$ cat src/rtl/bit_rate_pkg.sv
// Shared types for the bit rate alarm: default result width, alarm FSM
// states and the per-sample rate classification.
package bit_rate_pkg;

  localparam int RES_WIDTH = 32;

  typedef enum logic [1:0] {
    ST_IDLE     = 2'd0,
    ST_IN_RANGE = 2'd1,
    ST_LOW      = 2'd2,
    ST_HIGH     = 2'd3
  } alarm_state_t;

  typedef enum logic [1:0] {
    CLS_IN    = 2'd0,
    CLS_BELOW = 2'd1,
    CLS_ABOVE = 2'd2
  } rate_class_t;

  function automatic alarm_state_t class_to_state(input rate_class_t c);
    case (c)
      CLS_BELOW: return ST_LOW;
      CLS_ABOVE: return ST_HIGH;
      default:   return ST_IN_RANGE;
    endcase
  endfunction

  function automatic rate_class_t state_to_class(input alarm_state_t s);
    case (s)
      ST_LOW:  return CLS_BELOW;
      ST_HIGH: return CLS_ABOVE;
      default: return CLS_IN;
    endcase
  endfunction

endpackage

$ cat src/rtl/rate_class_debounce.sv
// Classifies each accepted rate sample against the thresholds and debounces
// class changes; change_o is a combinational strobe for the owning FSM.
module rate_class_debounce
  import bit_rate_pkg::rate_class_t, bit_rate_pkg::CLS_IN,
         bit_rate_pkg::CLS_BELOW, bit_rate_pkg::CLS_ABOVE;
#(
  parameter int RES_WIDTH   = 32,
  parameter int DEBOUNCE_NR = 3
) (
  input  logic                 clk_i,
  input  logic                 a_rst_n_i,
  input  logic                 clear_i,
  input  logic                 valid_i,
  input  logic [RES_WIDTH-1:0] rate_i,
  input  logic [RES_WIDTH-1:0] low_thr_i,
  input  logic [RES_WIDTH-1:0] high_thr_i,
  input  rate_class_t          cur_class_i,
  input  logic                 idle_i,
  output rate_class_t          new_class_o,
  output logic                 change_o,
  output logic [3:0]           dbg_cnt_o
);

  logic [3:0]  cnt_q, cnt_d, run_len;
  rate_class_t pend_q, pend_d, sample_class;

  always_comb begin
    sample_class = CLS_IN;
    // BELOW is tested first so it wins when the thresholds are inverted.
    if (rate_i < low_thr_i)       sample_class = CLS_BELOW;
    else if (rate_i > high_thr_i) sample_class = CLS_ABOVE;
  end

  // Length of the run of identical differing samples including this one.
  assign run_len = (cnt_q != 4'd0 && sample_class == pend_q) ? cnt_q + 4'd1 : 4'd1;

  always_comb begin
    cnt_d    = cnt_q;
    pend_d   = pend_q;
    change_o = 1'b0;
    if (clear_i) begin
      cnt_d  = 4'd0;
      pend_d = CLS_IN;
    end else if (valid_i) begin
      if (idle_i) begin
        change_o = 1'b1;
        cnt_d    = 4'd0;
      end else if (sample_class == cur_class_i) begin
        cnt_d = 4'd0;
      end else if (run_len == 4'(DEBOUNCE_NR)) begin
        change_o = 1'b1;
        cnt_d    = 4'd0;
      end else begin
        cnt_d  = run_len;
        pend_d = sample_class;
      end
    end
  end

  always_ff @(posedge clk_i or negedge a_rst_n_i) begin
    if (!a_rst_n_i) begin
      cnt_q  <= 4'd0;
      pend_q <= CLS_IN;
    end else begin
      cnt_q  <= cnt_d;
      pend_q <= pend_d;
    end
  end

  assign new_class_o = sample_class;
  assign dbg_cnt_o   = cnt_q;

endmodule

$ cat src/rtl/bit_rate_alarm.sv
// Bit rate alarm: debounced LOW/IN_RANGE/HIGH state machine with alarm
// pulse, saturating alarm counter and min/max rate statistics.
module bit_rate_alarm
  import bit_rate_pkg::alarm_state_t, bit_rate_pkg::rate_class_t,
         bit_rate_pkg::ST_IDLE, bit_rate_pkg::ST_LOW, bit_rate_pkg::ST_HIGH,
         bit_rate_pkg::class_to_state, bit_rate_pkg::state_to_class;
#(
  parameter int RES_WIDTH   = bit_rate_pkg::RES_WIDTH,
  parameter int DEBOUNCE_NR = 3
) (
  input  logic                 clk_i,
  input  logic                 a_rst_n_i,
  input  logic [RES_WIDTH-1:0] rate_i,
  input  logic                 rate_valid_i,
  input  logic [RES_WIDTH-1:0] low_thr_i,
  input  logic [RES_WIDTH-1:0] high_thr_i,
  input  logic                 clear_i,
  output logic [1:0]           state_o,
  output logic                 low_alarm_o,
  output logic                 high_alarm_o,
  output logic                 alarm_pulse_o,
  output logic [RES_WIDTH-1:0] rate_min_o,
  output logic [RES_WIDTH-1:0] rate_max_o,
  output logic [15:0]          alarm_cnt_o
);

  alarm_state_t         state_q, state_d;
  rate_class_t          new_class;
  logic                 change, pulse_d, pulse_q, first_q;
  logic                 low_q, high_q;
  logic [15:0]          alarm_cnt_q;
  logic [RES_WIDTH-1:0] min_q, max_q;
  logic [3:0]           dbg_cnt;

  rate_class_debounce #(
    .RES_WIDTH  (RES_WIDTH),
    .DEBOUNCE_NR(DEBOUNCE_NR)
  ) u_deb (
    .clk_i      (clk_i),
    .a_rst_n_i  (a_rst_n_i),
    .clear_i    (clear_i),
    .valid_i    (rate_valid_i),
    .rate_i     (rate_i),
    .low_thr_i  (low_thr_i),
    .high_thr_i (high_thr_i),
    .cur_class_i(state_to_class(state_q)),
    .idle_i     (state_q == ST_IDLE),
    .new_class_o(new_class),
    .change_o   (change),
    .dbg_cnt_o  (dbg_cnt)
  );

  always_comb begin
    state_d = state_q;
    pulse_d = 1'b0;
    if (clear_i) begin
      state_d = ST_IDLE;
    end else if (change) begin
      state_d = class_to_state(new_class);
      pulse_d = (state_d == ST_LOW) || (state_d == ST_HIGH);
    end
  end

  always_ff @(posedge clk_i or negedge a_rst_n_i) begin
    if (!a_rst_n_i) begin
      state_q     <= ST_IDLE;
      low_q       <= 1'b0;
      high_q      <= 1'b0;
      pulse_q     <= 1'b0;
      alarm_cnt_q <= 16'd0;
      min_q       <= '0;
      max_q       <= '0;
      first_q     <= 1'b1;
    end else begin
      state_q <= state_d;
      low_q   <= (state_d == ST_LOW);
      high_q  <= (state_d == ST_HIGH);
      pulse_q <= pulse_d;
      if (clear_i) begin
        alarm_cnt_q <= 16'd0;
        min_q       <= '0;
        max_q       <= '0;
        first_q     <= 1'b1;
      end else begin
        if (pulse_d && alarm_cnt_q != 16'hFFFF) alarm_cnt_q <= alarm_cnt_q + 16'd1;
        if (rate_valid_i) begin
          first_q <= 1'b0;
          if (first_q || rate_i < min_q) min_q <= rate_i;
          if (first_q || rate_i > max_q) max_q <= rate_i;
        end
      end
    end
  end

  assign state_o       = state_q;
  assign low_alarm_o   = low_q;
  assign high_alarm_o  = high_q;
  assign alarm_pulse_o = pulse_q;
  assign rate_min_o    = min_q;
  assign rate_max_o    = max_q;
  assign alarm_cnt_o   = alarm_cnt_q;

endmodule
$ cat config.mk
export PLATFORM = sky130hd
export DESIGN_NAME = bit_rate_alarm
export DESIGN_NICKNAME = d
export VERILOG_FILES = /design/src/rtl/bit_rate_pkg.sv /design/src/rtl/rate_class_debounce.sv /design/src/rtl/bit_rate_alarm.sv
export SDC_FILE = /design/constraint.sdc
export NUM_CORES = 1
export LEC_CHECK = 0
export ABC_AREA = 1
export CORE_MARGIN = 2
export CORE_UTILIZATION = 56
export CTS_CLUSTER_SIZE = 10
export DETAILED_ROUTE_END_ITERATION = 7
export GPL_ROUTABILITY_DRIVEN = 0
export HOLD_SLACK_MARGIN = 0.05
export PLACE_DENSITY = 0.92
export SYNTH_ARGS = -nofsm -noshare
export SYNTH_HDL_FRONTEND = slang
export SYNTH_HIERARCHICAL = 1
export SYNTH_SLANG_ARGS = --single-unit
export TNS_END_PERCENT = 1
$ cat constraint.sdc
create_clock -name clk_i -period 6.8 [get_ports clk_i]
set_input_delay 1.36 -clock clk_i [delete_from_list [all_inputs] [get_ports clk_i]]
set_output_delay 1.36 -clock clk_i [all_outputs]
set_load 0.02 [all_outputs]
==> run summary <==
Cells after Synth: 1,104
CTS tree: done
setup tns final: 0 ns
Vias: 7,963
asr flop ratio synth: 100%
reg2reg setup slack: 3.91 ns
Post CTS Setup Buffer Count: 0
Hold Vio Cnt, Final: 0
Seq pwr share: 37.0%
Routed WL per cell: 15.2 um
Root Buffer: clkbuf_16
Core Rows: 43
GR peak layer: met2
NetSw: 0.586 mW
TritonCTS buffer count: 9
Final setup violation count: 0
Port Buffers: 184
Lkg Pwr: 5.31 nW
drt first pass iters: 6
Yosys Warn Count: 6
post-route ant nets: 0
die footprint: 15,000 um^2
critical path arrival: 4.97 ns
power share of the clock group: 29.7%
mapped cell area: 7880 um^2
Int Pwr: 1.10 mW
DPL Wire Length: 16,900 um
min-delay src: first_q
RSZ-0062 raised after global routing: false
outcome: completed
share of layout cells above drive strength 1: 4.60%
Slew HR: 46.9%
CP Class: in -> reg
Core Area: 13,800 um^2
hold_buf cts: 0
Max clock buf depth: 2
# diodes: 0
Starting DRT DRC Count: 710
initial antenna violation count: 0
multiplexer share of the synthesized area: 0%
clock latency at the later pin of the worst-skew pair: 0.35 ns
WL final: 22,300 um
worst r2r src: rate_min_o[5]
area grow syn2layout: 27.8%
combinational fraction of design power: 33.3%
Starting Density: 57.0%
Clock Pin Slew Worst Setup and Hold Paths: 0.07 ns
fin crit period: 4.73 ns
RR Endpoint: rate_min_o[10]
worst reg2reg path depth: 14
CP Max Fanout: 12
DRC viols: 0
Tightest Hold Check Type: reg -> reg
Post-CTS Resized: 0
Max rail drop VDD: 115 uV
Clock Sinks: 92
Worst Skew: 0.00892 ns
power per cell area: 168 nW/um^2
Top-Level Pins: 185
vias in the first global route: 7,961
# H-tree levels: 3
die width: 123 um
number of synthesized flops with an enable pin: 0
Crit. End Element: register
WP data required: 7.04 ns
Yosys reg bits: 92
sequential area share after synthesis: 29.3%
Power Total: 1.69 mW
Net Sw Frac: 34.8%
Avg Cell Area, Syn: 7.13 um^2
worst slew pin tran: 0.796 ns
post-route clock period utilization: 69.5%
fin. max-slew vios: 0
Compound-Gate Fraction of Synth Area: 7.20%
simple-gate share of the synthesized area: 29.4%
M3 GR Usage: 6.41%
Hold Path Cell Cnt: 2
largest net degree at the start of global routing: 61
Syn Nets: 1,334
vias per inst: 5.45
DIE HEIGHT: 123 um
met1 Use GR: 37.3%
Final Net Count: 1,507
Tot GR Track Use: 30.6%
CP Launch Type: primary input
XOR/XNOR Fraction of Synth Area: 0.556%
max cap viols: 0
adder-cell share of the synthesized area: 20.7%
largest family of logic cells by synthesized area: simple AND/OR/NAND/NOR gates
Max Clock Freq: 212 MHz
grt ovf: 0
Hold Path End: first_q
first-pass GRT wire length: 36,500 um
Post-synth top flop: dfrtp_1
post-synthesis cell type count: 45
met2 Use GR: 53.1%
-- cell families (layout without fill, tap and decap cells) --
group                      Yosys count  in the layout
and+or+nand+nor                    526            526
AOI/OAI and AO/OA                  103            103
xor gates and xnor gates             5              5
adders and majority gates          130            130
DFF                                 92             92
buffers and inverters              248            426
-- area by class of cell --
type	instances	area, um^2
multi-input combinational	764	4550
fill	1035	3760
sequential	92	2300
timing repair buffer	187	1860
inverter	223	837
clock buffer	12	256
tap	180	225
clock inverter	4	32.5
-- registers in the layout (all words and copies together) (netlist names), 2 cells and up --
register         count
rate_max_o          32
u_deb/dbg_cnt_o      4
rate_min_o          32
alarm_cnt_o         16
state_o              2
u_deb/pend_q         2
-- cells in the final DEF, fill, tap and decap left out, types with 5 or more instances in the layout --
master	Yosys	routed
inv_2	8	8
o21ai_0	15	15
nand2_1	293	293
clkbuf_16	0	9
nor3_1	10	10
o22ai_1	6	6
clkdlybuf4s50_1	0	182
nand3_1	90	90
nand2_4	5	5
dfrtp_1	91	91
nor2_1	86	86
ha_1	130	130
inv_1	214	214
o21a_1	5	5
a21oi_1	62	62
nand2_2	6	6
nand4_1	15	15
-- critical path: stages --
cell and delay (ns):
clkdlybuf4s50_1 0.51, ha_1 0.35, a21oi_1 0.15, o21ai_0 0.13, nand2_1 0.09, nand3_1 0.08
a21oi_1 0.30, nand2_2 0.16, nand2_1 0.09, nand3_1 0.14, nor2_4 0.19, nand4_1 0.10
a21oi_1 0.26, inv_1 0.11, nor3_2 0.27, nand2_4 0.19, nor3_1 0.27, nand2_1 0.09
nand2_1 0.07, nor2_1 0.06
-- worst max-delay path by stage --
stage | start | to | slack [ns] | cells after the start
finish | rate_i[17] | alarm_cnt_o[5] | 2.07 | 20
global route | rate_i[17] | alarm_cnt_o[5] | 1.73 | 20
CTS | rate_i[19] | alarm_cnt_o[5] | 2.13 | 20
detailed placement | rate_i[19] | alarm_cnt_o[5] | 1.76 | 20
global placement | rate_i[19] | alarm_cnt_o[5] | 1.93 | 20
floorplan | low_thr_i[19] | alarm_cnt_o[12] | 2.91 | 21
-- per-stage QoR --
step           utilization (%)  cell area [um^2]  std cells  hold slack, ns  worst slack [ns]
2_1_floorplan                -              7880       1104           0.448              2.91
3_3_place_gp              70.7              9770       1446           0.471              1.93
3_5_place_dp              70.7              9770       1446           0.485              1.76
4_1_cts                   72.8             10100       1462           0.501              2.13
5_1_grt                   72.8             10100       1462           0.512              1.73
6_report                  72.8             10100       1462           0.499              2.07
-- routing by layer --
layer	routed length [um]	part of all wire [%]
met4	618	2.8
met1	8870	40
met5	0	0
met3	1930	8.6
met2	10900	49
-- synth_stat cells (3+ instances only) --
library cell    n  share of area, %
dfrtp_1        91                29
nor2_1         86               4.1
nor3_1         10              0.64
clkbuf_1        7              0.33
nor3_2          4              0.51
nand2_4         5              0.71
nand4_1        15               1.2
a21oi_1        62               3.9
inv_1         214                10
buf_6           6              0.86
nand2_2         6              0.48
o21ai_1         4              0.25
ha_1          130                21
inv_2           8              0.38
xor2_1          3              0.33
o21a_1          5              0.48
a21o_1          4              0.38
nand3_2         4              0.51
buf_4           7              0.67
o21ai_0        15              0.95
nor2_4          4              0.57
nand2_1       293                14
o22ai_1         6              0.48
nand3_1        90               5.7
-- power groups by stage --
stage	Sequential (mW)	Clock [mW]	Combinational, mW
6_report	0.623	0.501	0.561
3_5_place_dp	0.633	0	0.555
3_3_place_gp	0.632	0	0.531
2_1_floorplan	0.673	0	0.272
5_1_grt	0.629	0.524	0.627
4_1_cts	0.623	0.503	0.560
(Power assumes the default switching activity.)
==> RTL change: new RTL, same settings <==
Put one more register stage on the output `alarm_cnt_o`. The value now appears one clock later. The other outputs are not delayed to match.
--- a/src/rtl/bit_rate_alarm.sv
+++ b/src/rtl/bit_rate_alarm.sv
@@ -99,5 +99,7 @@
   assign rate_min_o    = min_q;
   assign rate_max_o    = max_q;
-  assign alarm_cnt_o   = alarm_cnt_q;
+  always_ff @(posedge clk_i) begin
+    alarm_cnt_o <= alarm_cnt_q;
+  end
 
 endmodule
Formal check against the unedited RTL: not equivalent (Yosys sat finds a counterexample within 4 cycles, from zero or initial values and one cycle with a_rst_n_i low).
==> RTL change against the original RTL <==
Synthesized area increased by 2.4%. Final area up 2.7%. Largest cell class unchanged. Fmax shrank 4.5%. Register-to-register slack worse by 0.25 ns. Wire length fell by 2.2%. Total power rose by 6.2%. Setup slack got worse by 0.23 ns. Count of clock-buffer cells in the layout down 2. Global-route usage decreased by 1.2 points. Die area increased by 2.3%. Critical path depth grew 2. Sequential cell count grew 16.
==> RTL change: results (changes against the original RTL) <==
status = finished clean
Internal = 0.00119 W (+8.0%)
H-Tree Level Count = 3 (unchanged)
inverter count = 225 (+0.90%)
GR Layer Usage met3 = 6.96% (+0.55 points)
DP Wirelength = 16600 µm (-1.4%)
async set-or-reset flop fraction in the synthesized netlist = 85.2% (-15 points)
leak pwr = 5.46 nW (+2.8%)
Met2 Wirelength = 10600 µm (-2.9%)
Area contributors post-synth = dfrtp_1 28%, ha_1 20%, nand2_1 14%
Total GRT Usage = 29.4% (-1.2 points)
wire length on met3 = 1780 µm (-7.4%)
NonClk Buf Share = 18.0% (-0.48 points)
WL met1 = 8840 µm (-0.30%)
clk tree area frac = 2.88% (+0.010 points)
share of post-route cells with drive strength above 1 = 3.72% (-0.88 points)
post-synth cell types = 44 (-2.2%)
synth cell count leaders = 292 x nand2_1, 222 x inv_1, 130 x ha_1
CP Max Fanout = 13 (+1)
Max stage delay on crit path = 0.53 ns (+0.02 ns)
complex-gate fraction of the synthesized area = 7.65% (+0.45 points)
Synth Area in Adders = 20.2% (-0.49 points)
comb_multi_in = 754 (-1.3%)
initial drt markers = 577 (-19%)
GR Util met1 = 35.7% (-1.6 points)
syn nets = 1341 (+0.52%)
clk sinks = 108 (+17%)
vias in the first global route = 7603 (-4.5%)
worst vdd ir = 179 µV (+57%)
post-synthesis mux area share = 0.124% (+0.12 points)
max_slew headroom = 46.6% (-0.31 points)
routed vias = 7804 (-2.0%)
crit path DAT = 5.24 ns (+0.27 ns)
combinational share of power = 30.9% (-2.4 points)
Seq/Total Area, Yosys = 32.5% (+3.3 points)
Seq power = 0.000719 W (+15%)
xor/xnor cell area share of the yosys netlist = 0.109% (-0.45 points)
==> RTL change: cell types whose count changed in the layout (fill, tap and decap cells not counted), sizes merged, moves of 2 or more <==
cell / unedited run / this run
clkbuf: 12 / 10
dfxtp: 0 / 16
inv: 223 / 227
nand2: 304 / 300
nor2: 91 / 85
o21ai: 19 / 21
o22ai: 6 / 3
xor2: 3 / 0
==> RTL change: stage by stage <==
| stage | cells | hold WS [ns] | utilization [%] | total power (W) | area [µm²] |
|---|---|---|---|---|---|
| floorplan | 1111 | 0.347 | - | 0.00103 | 8070 |
| global placement | 1454 | 0.354 | 71.7 | 0.00126 | 10000 |
| detailed placement | 1454 | 0.368 | 71.7 | 0.00128 | 10000 |
| CTS | 1470 | 0.385 | 73.8 | 0.00180 | 10300 |
| global route | 1470 | 0.397 | 73.8 | 0.00190 | 10300 |
| finish | 1470 | 0.379 | 73.8 | 0.00179 | 10300 |
==> RTL change: worst paths after layout <==
check | from | to | slack, ns | depth (start not counted)
max | rate_i[31] | alarm_cnt_q[13] | 1.85 | 22
max reg2reg | rate_min_o[19] | rate_min_o[16] | 3.66 | 12
min | alarm_cnt_q[15] | alarm_cnt_o[15] | 0.38 | 0
min reg2reg | alarm_cnt_q[15] | alarm_cnt_o[15] | 0.38 | 0
min in group asynchronous | a_rst_n_i | rate_min_o[14] | 0.94 | 1
max in group asynchronous | a_rst_n_i | u_deb/pend_q[0] | 4.70 | 2
==> RTL change: critical path, delay by kind of cell <==
kind | cells | cell delay (ns)
buffers and inverters | 3 | 0.73
adder cells (fa/ha/maj) | 1 | 0.36
AO/OA/AOI/OAI | 3 | 0.86
AND/OR/NAND/NOR | 15 | 1.93
